--- src/rtl/sd_card_cmd.sv ---
// SPI-mode SD command engine: serialises a 48-bit command frame, polls for R1,
// optionally reads the OCR (CMD58) and reports a decoded status with two confirm pulses.
module sd_card_cmd #(
  parameter int SLOW_HALF_PERIOD = 125,
  parameter int FAST_HALF_PERIOD = 1,
  parameter int NCR_MAX          = 8
) (
  input  logic        i_clk,
  input  logic        i_rst_n,
  input  logic        i_clk_fast,
  input  logic        i_send_cmd,
  input  logic [2:0]  i_cmd_select,
  input  logic [31:0] i_cmd_arg,
  output logic        o_confirm_pin,
  output logic [7:0]  o_response_status,
  output logic [31:0] o_ocr,
  output logic        o_busy,
  output logic        o_sd_sclk,
  output logic        o_sd_mosi,
  input  logic        i_sd_miso
);

  localparam int HP_MAX = (SLOW_HALF_PERIOD > FAST_HALF_PERIOD) ? SLOW_HALF_PERIOD : FAST_HALF_PERIOD;
  localparam int HW     = $clog2(HP_MAX + 1);
  localparam int BCW    = $clog2(NCR_MAX + 1);

  localparam logic [2:0] SEL_CMD0  = 3'd1;
  localparam logic [2:0] SEL_CMD55 = 3'd5;
  localparam logic [2:0] SEL_CMD58 = 3'd6;

  typedef enum logic [2:0] {
    S_IDLE,
    S_PRE,
    S_SEND,
    S_WAIT_R1,
    S_READ_OCR,
    S_POST,
    S_DONE
  } state_t;

  state_t          state_reg, state_next;
  logic [2:0]      cmd_reg;
  logic [HW-1:0]   half_reg;
  logic [HW-1:0]   div_reg;
  logic            sclk_reg;
  logic [55:0]     tx_reg;
  logic [31:0]     rx_reg;
  logic [5:0]      bit_cnt_reg;
  logic [BCW-1:0]  byte_cnt_reg;
  logic            pulse1_reg;
  logic [7:0]      status_reg;
  logic [7:0]      r1_reg;
  logic            timeout_reg;
  logic [31:0]     ocr_reg;

  logic accept;
  logic shifting;
  logic tick;
  logic rise;
  logic bit_end;
  logic poll_byte_done;
  logic state_change;

  function automatic logic [5:0] cmd_index(input logic [2:0] sel);
    case (sel)
      3'd1:    cmd_index = 6'd0;
      3'd2:    cmd_index = 6'd16;
      3'd3:    cmd_index = 6'd17;
      3'd4:    cmd_index = 6'd24;
      3'd5:    cmd_index = 6'd55;
      3'd6:    cmd_index = 6'd58;
      3'd7:    cmd_index = 6'd41;
      default: cmd_index = 6'd0;
    endcase
  endfunction

  // R1 decode, highest-priority error bit first; ACMD41 busy (0x01) falls through to idle.
  function automatic logic [7:0] decode_r1(input logic [2:0] sel, input logic [7:0] r1);
    if (r1 == 8'h00)                                          decode_r1 = 8'd1;
    else if (r1 == 8'h01 && (sel == SEL_CMD0 || sel == SEL_CMD55)) decode_r1 = 8'd1;
    else if (r1[6])                                           decode_r1 = 8'd3;
    else if (r1[5])                                           decode_r1 = 8'd4;
    else if (r1[4])                                           decode_r1 = 8'd5;
    else if (r1[3])                                           decode_r1 = 8'd6;
    else if (r1[2])                                           decode_r1 = 8'd7;
    else if (r1[1])                                           decode_r1 = 8'd8;
    else                                                      decode_r1 = 8'd2;
  endfunction

  assign accept         = (state_reg == S_IDLE) && i_send_cmd && (i_cmd_select != 3'd0);
  assign shifting       = (state_reg != S_IDLE) && (state_reg != S_DONE);
  assign tick           = shifting && (div_reg == half_reg - HW'(1));
  assign rise           = tick && !sclk_reg;
  assign bit_end        = tick && sclk_reg;
  assign poll_byte_done = (state_reg == S_WAIT_R1) && bit_end && (bit_cnt_reg == 6'd7);
  assign state_change   = (state_next != state_reg);

  always_ff @(posedge i_clk or negedge i_rst_n) begin
    if (!i_rst_n) state_reg <= S_IDLE;
    else          state_reg <= state_next;
  end

  always_comb begin
    state_next = state_reg;
    case (state_reg)
      S_IDLE:     if (accept) state_next = S_PRE;
      S_PRE:      if (bit_end && bit_cnt_reg == 6'd7) state_next = S_SEND;
      S_SEND:     if (bit_end && bit_cnt_reg == 6'd47) state_next = S_WAIT_R1;
      S_WAIT_R1: begin
        if (poll_byte_done) begin
          if (!rx_reg[7])
            state_next = (cmd_reg == SEL_CMD58) ? S_READ_OCR : S_POST;
          else if (byte_cnt_reg == BCW'(NCR_MAX - 1))
            state_next = S_POST;
        end
      end
      S_READ_OCR: if (bit_end && bit_cnt_reg == 6'd31) state_next = S_POST;
      S_POST:     if (bit_end && bit_cnt_reg == 6'd7) state_next = S_DONE;
      S_DONE:     state_next = S_IDLE;
      default:    state_next = S_IDLE;
    endcase
  end

  always_comb begin
    o_busy        = (state_reg != S_IDLE);
    o_confirm_pin = pulse1_reg || (state_reg == S_DONE);
  end

  always_ff @(posedge i_clk or negedge i_rst_n) begin
    if (!i_rst_n) begin
      cmd_reg      <= 3'd0;
      half_reg     <= '0;
      div_reg      <= '0;
      sclk_reg     <= 1'b0;
      tx_reg       <= '1;
      rx_reg       <= '0;
      bit_cnt_reg  <= '0;
      byte_cnt_reg <= '0;
      pulse1_reg   <= 1'b0;
      status_reg   <= 8'd0;
      r1_reg       <= 8'hFF;
      timeout_reg  <= 1'b0;
      ocr_reg      <= 32'd0;
    end else begin
      pulse1_reg <= (state_reg == S_SEND) && (state_next == S_WAIT_R1);

      if (accept) begin
        cmd_reg      <= i_cmd_select;
        half_reg     <= i_clk_fast ? HW'(FAST_HALF_PERIOD) : HW'(SLOW_HALF_PERIOD);
        status_reg   <= 8'd0;
        timeout_reg  <= 1'b1;
        byte_cnt_reg <= '0;
        tx_reg       <= {8'hFF, 2'b01, cmd_index(i_cmd_select), i_cmd_arg,
                         (i_cmd_select == SEL_CMD0) ? 8'h95 : 8'h01};
      end else if (bit_end) begin
        tx_reg <= {tx_reg[54:0], 1'b1};
      end

      div_reg <= (!shifting || tick) ? '0 : div_reg + HW'(1);

      if (!shifting)  sclk_reg <= 1'b0;
      else if (tick)  sclk_reg <= ~sclk_reg;

      if (rise) rx_reg <= {rx_reg[30:0], i_sd_miso};

      if (state_change || poll_byte_done) bit_cnt_reg <= '0;
      else if (bit_end)                   bit_cnt_reg <= bit_cnt_reg + 6'd1;

      // A poll byte with bit7 clear is R1; otherwise keep polling until NCR_MAX bytes.
      if (poll_byte_done) begin
        byte_cnt_reg <= byte_cnt_reg + BCW'(1);
        if (!rx_reg[7]) begin
          r1_reg      <= rx_reg[7:0];
          timeout_reg <= 1'b0;
        end
      end

      if (state_reg == S_READ_OCR && bit_end && bit_cnt_reg == 6'd31)
        ocr_reg <= rx_reg;

      if (state_reg == S_POST && state_next == S_DONE)
        status_reg <= timeout_reg ? 8'd0 : decode_r1(cmd_reg, r1_reg);
    end
  end

  assign o_sd_sclk         = sclk_reg;
  assign o_sd_mosi         = tx_reg[55];
  assign o_response_status = status_reg;
  assign o_ocr             = ocr_reg;

endmodule
--- config.mk ---
export PLATFORM = sky130hd
export DESIGN_NAME = sd_card_cmd
export DESIGN_NICKNAME = d
export VERILOG_FILES = /design/src/rtl/sd_card_cmd.sv
export SDC_FILE = /design/constraint.sdc
export NUM_CORES = 1
export LEC_CHECK = 0
export CORE_UTILIZATION = 50
export CTS_CLUSTER_DIAMETER = 60
export DETAILED_ROUTE_END_ITERATION = 16
export PLACE_DENSITY_LB_ADDON = 0.25
export RECOVER_POWER = 100
export SYNTH_ARGS = -nofsm -noshare
export SYNTH_HDL_FRONTEND = slang
export SYNTH_SLANG_ARGS = --single-unit
--- constraint.sdc ---
create_clock -name i_clk -period 2.45 [get_ports i_clk]
set_clock_uncertainty 0.05 [all_clocks]
set_input_delay 0.3675 -clock i_clk [delete_from_list [all_inputs] [get_ports i_clk]]
set_output_delay 0.3675 -clock i_clk [all_outputs]
set_load 0.01 [all_outputs]
==> results of run 1 <==
[through the flow]
| stage | power, mW | cell area [um^2] | hold slack, ps |
|---|---|---|---|
| after detailed placement | 2.82 | 8220 | 398 |
| after global placement | 2.81 | 8220 | 378 |
| after CTS | 5.61 | 8890 | 430 |
| final | 5.56 | 8840 | 426 |
| after global routing | 5.73 | 8840 | 452 |
| after floorplan | 2.69 | 7100 | 21.9 |
[critical path: stages (launching register included)]
cell	delay, ps
dfrtp_1	380
ha_1	230
nand4b_1	200
o21a_1	140
or4b_4	570
clkbuf_4	300
mux2_1	360
[final cells by class]
type,count,share of cell area
Clock buffer,18,0.0497
Clock inverter,14,0.0215
Inverter,5,0.00212
Multi-Input combinational cell,364,0.316
Sequential cell,159,0.459
Tap cell,180,0.0255
Timing Repair Buffer,110,0.127
[Yosys cell counts (3+ instances only)]
cell type,n,area share
o21ai_0,26,0.018
nand3_1,13,0.0092
nor2b_1,4,0.0035
nand2b_1,4,0.0035
nor3_1,4,0.0028
a21oi_1,13,0.0092
xor2_1,5,0.0062
buf_6,3,0.0048
inv_1,5,0.0026
and3_1,7,0.0062
a21o_1,35,0.037
nor2_1,29,0.015
nand2_1,47,0.025
a22o_1,32,0.040
clkbuf_1,18,0.0095
mux2_4,30,0.064
or4_1,3,0.0032
dfrtp_1,96,0.34
ha_1,4,0.0071
o211ai_1,4,0.0042
mux2_2,39,0.062
xnor2_1,4,0.0049
buf_4,5,0.0053
mux2i_1,13,0.018
buf_2,11,0.0078
dfstp_2,63,0.23
[cell families (layout without fill, tap and decap cells)]
logic type                 Yosys count  count (layout)  share of synthesized area
muxes                               84              84                      0.147
and+or+nand+nor                    133             133                     0.0981
adders and majority gates            4               4                    0.00706
xor gates and xnor gates             9               9                     0.0111
other                                1               4                   0.000529
AOI/OAI and AO/OA                  130             130                      0.134
buffers and inverters               42             147                     0.0300
DFF                                159             159                      0.572
[path summary, 6_finish.rpt]
path	start	end	slack, ps	cells after the start
min in group asynchronous	i_rst_n	bit_cnt_reg[4]	900	2
min reg2reg	tx_reg[6]	tx_reg[6]	430	2
max	half_reg[0]	o_ocr[30]	80	6
max reg2reg	half_reg[0]	o_ocr[30]	80	6
min	tx_reg[6]	tx_reg[6]	430	2
max in group asynchronous	i_rst_n	tx_reg[23]	420	3
[per-layer routing]
layer  share of wire  up-vias
met5               0        -
met4          0.0063        0
met3           0.046        6
met2            0.50       92
met1            0.45     2357
li1                -     2201
[power by group through the flow]
stage | registers [mW] | clock network, mW | logic [mW]
2_1_floorplan | 2.68 | 0 | 0.0122
3_3_place_gp | 2.68 | 0 | 0.138
3_5_place_dp | 2.68 | 0 | 0.140
4_1_cts | 2.63 | 2.84 | 0.143
5_1_grt | 2.63 | 2.95 | 0.154
6_report | 2.63 | 2.79 | 0.137
[timing repair]
item,4_1_cts,5_1_grt
setup buffers,0,1
gates resized for setup,1,4
hold endpoints to repair,40,0
pin swaps,0,2
hold buffers,1,0
cloned,1,2
endpoints found under the setup margin,32,57
==> impl_metrics.json, run 1 <==
{
  "end_kind": "flop",
  "clk_pin_slew_ps": 60,
  "place_hpwl_um": 9080,
  "multi_input_area_um2": 2790,
  "cts.sinks": 159,
  "syn_area_um2": 7090,
  "crit_fanout": 16,
  "combPwrFrac": 0.025,
  "drtPass1Iterations": 5,
  "status": "finished, violations left",
  "worst_slew_pin_slew_ps": 1680,
  "period_needed_ps": 2370,
  "synth_edf_count": 0,
  "final_common_cell": "dfrtp_1",
  "yosysSeqAreaShare": 0.572,
  "crit_type": "flop to flop",
  "track_usage": 0.203,
  "cts_tree": "yes",
  "p_clk_frac": 0.502,
  "cts_inserted_buffers": 17,
  "slew_headroom": -0.117,
  "ir_worst_vdd_mv": 0.665,
  "dp_slack_ps": -26.6,
  "core-area_um2": 13900,
  "num_io_pins": 84,
  "dieArea_um2": 14700,
  "nets": 701,
  "swShare": 0.203,
  "route.antenna.remaining_nets": 0,
  "hold_viol_final": 0,
  "antennaDiodeCount": 0,
  "yosysUniqueCellTypes": 60,
  "cts_max_path_buffers": 2,
  "clock-root-buffer": "clkbuf_16",
  "fin_util": 0.637,
  "syn-instance-count": 562,
  "fin_ws_ps": 83.7,
  "clk_latency_ps": 420,
  "grt_overflow": 0,
  "p_int_mw": 4.43,
  "routed_wl_um": 14400,
  "p_per_area_nw_per_um2": 629,
  "ys_async_sr_fraction": 1.00,
  "period_share": 0.966,
  "die_w_um": 121,
  "floorplan.initialDensity": 0.511,
  "placed_cells": 813,
  "seqPwrFrac": 0.474,
  "regArea_um2": 4060,
  "final_cell_mix": "dfrtp_1, dfstp_2, nand2_1",
  "cts_max_level": 4,
  "use_met3": 0.0611,
  "grt_util_met2": 0.328,
  "grt.busiest_layer": "met2",
  "vias_per_cell": 5.48,
  "fmax_ghz": 0.423,
  "yosysWarnings": 0,
  "setup_viol": 0,
  "finalNonFillerCells": 850,
  "fillCellCount": 1068,
  "die_h_um": 121,
  "p_leak_nw": 4.36,
  "routedWlPerCell_um": 17.0,
  "synth.ff_latch_count": 159,
  "avgSynthCellArea_um2": 12.6,
  "place_congestion": 0.871,
  "vias": 4656,
  "drcViolationCount": 0,
  "antenna_found_initial": 0,
  "first_global_vias": 4803,
  "layout-drive-gt1-share": 0.284,
  "port_buffers": 79,
  "area_growth_pct": 24.7,
  "cp.arrival_ps": 2610,
  "violations": "max-capacitance violations, max-slew violations",
  "largest_reg_flops": 55,
  "hp-class": "flop to flop",
  "grt_pass1_wl_um": 23100,
  "num_rows": 43,
  "ys.flop_type": "dfrtp_1",
  "fin_tns_setup_ps": 0,
  "p_sw_mw": 1.13,
  "required_ps": 2700,
  "grt_max_degree": 71,
  "grtUsageMet1": 0.262,
  "first_iter_violations": 210,
  "cap_violations": 1,
  "cp-start-kind": "flop",
  "slew_violations": 69
}
Note: power is estimated with default switching activity, not from simulation.
==> run 2: changes to the inputs <==
--- a/config.mk
+++ b/config.mk
@@ -8,8 +8,10 @@
 export CORE_UTILIZATION = 50
 export CTS_CLUSTER_DIAMETER = 60
 export DETAILED_ROUTE_END_ITERATION = 16
+export HOLD_SLACK_MARGIN = 0.15
 export PLACE_DENSITY_LB_ADDON = 0.25
 export RECOVER_POWER = 100
+export SLEW_MARGIN = 15
 export SYNTH_ARGS = -nofsm -noshare
 export SYNTH_HDL_FRONTEND = slang
 export SYNTH_SLANG_ARGS = --single-unit
==> results of run 2 <==
Same layout as run 1: the final DEF is identical, and so are final timing and power.
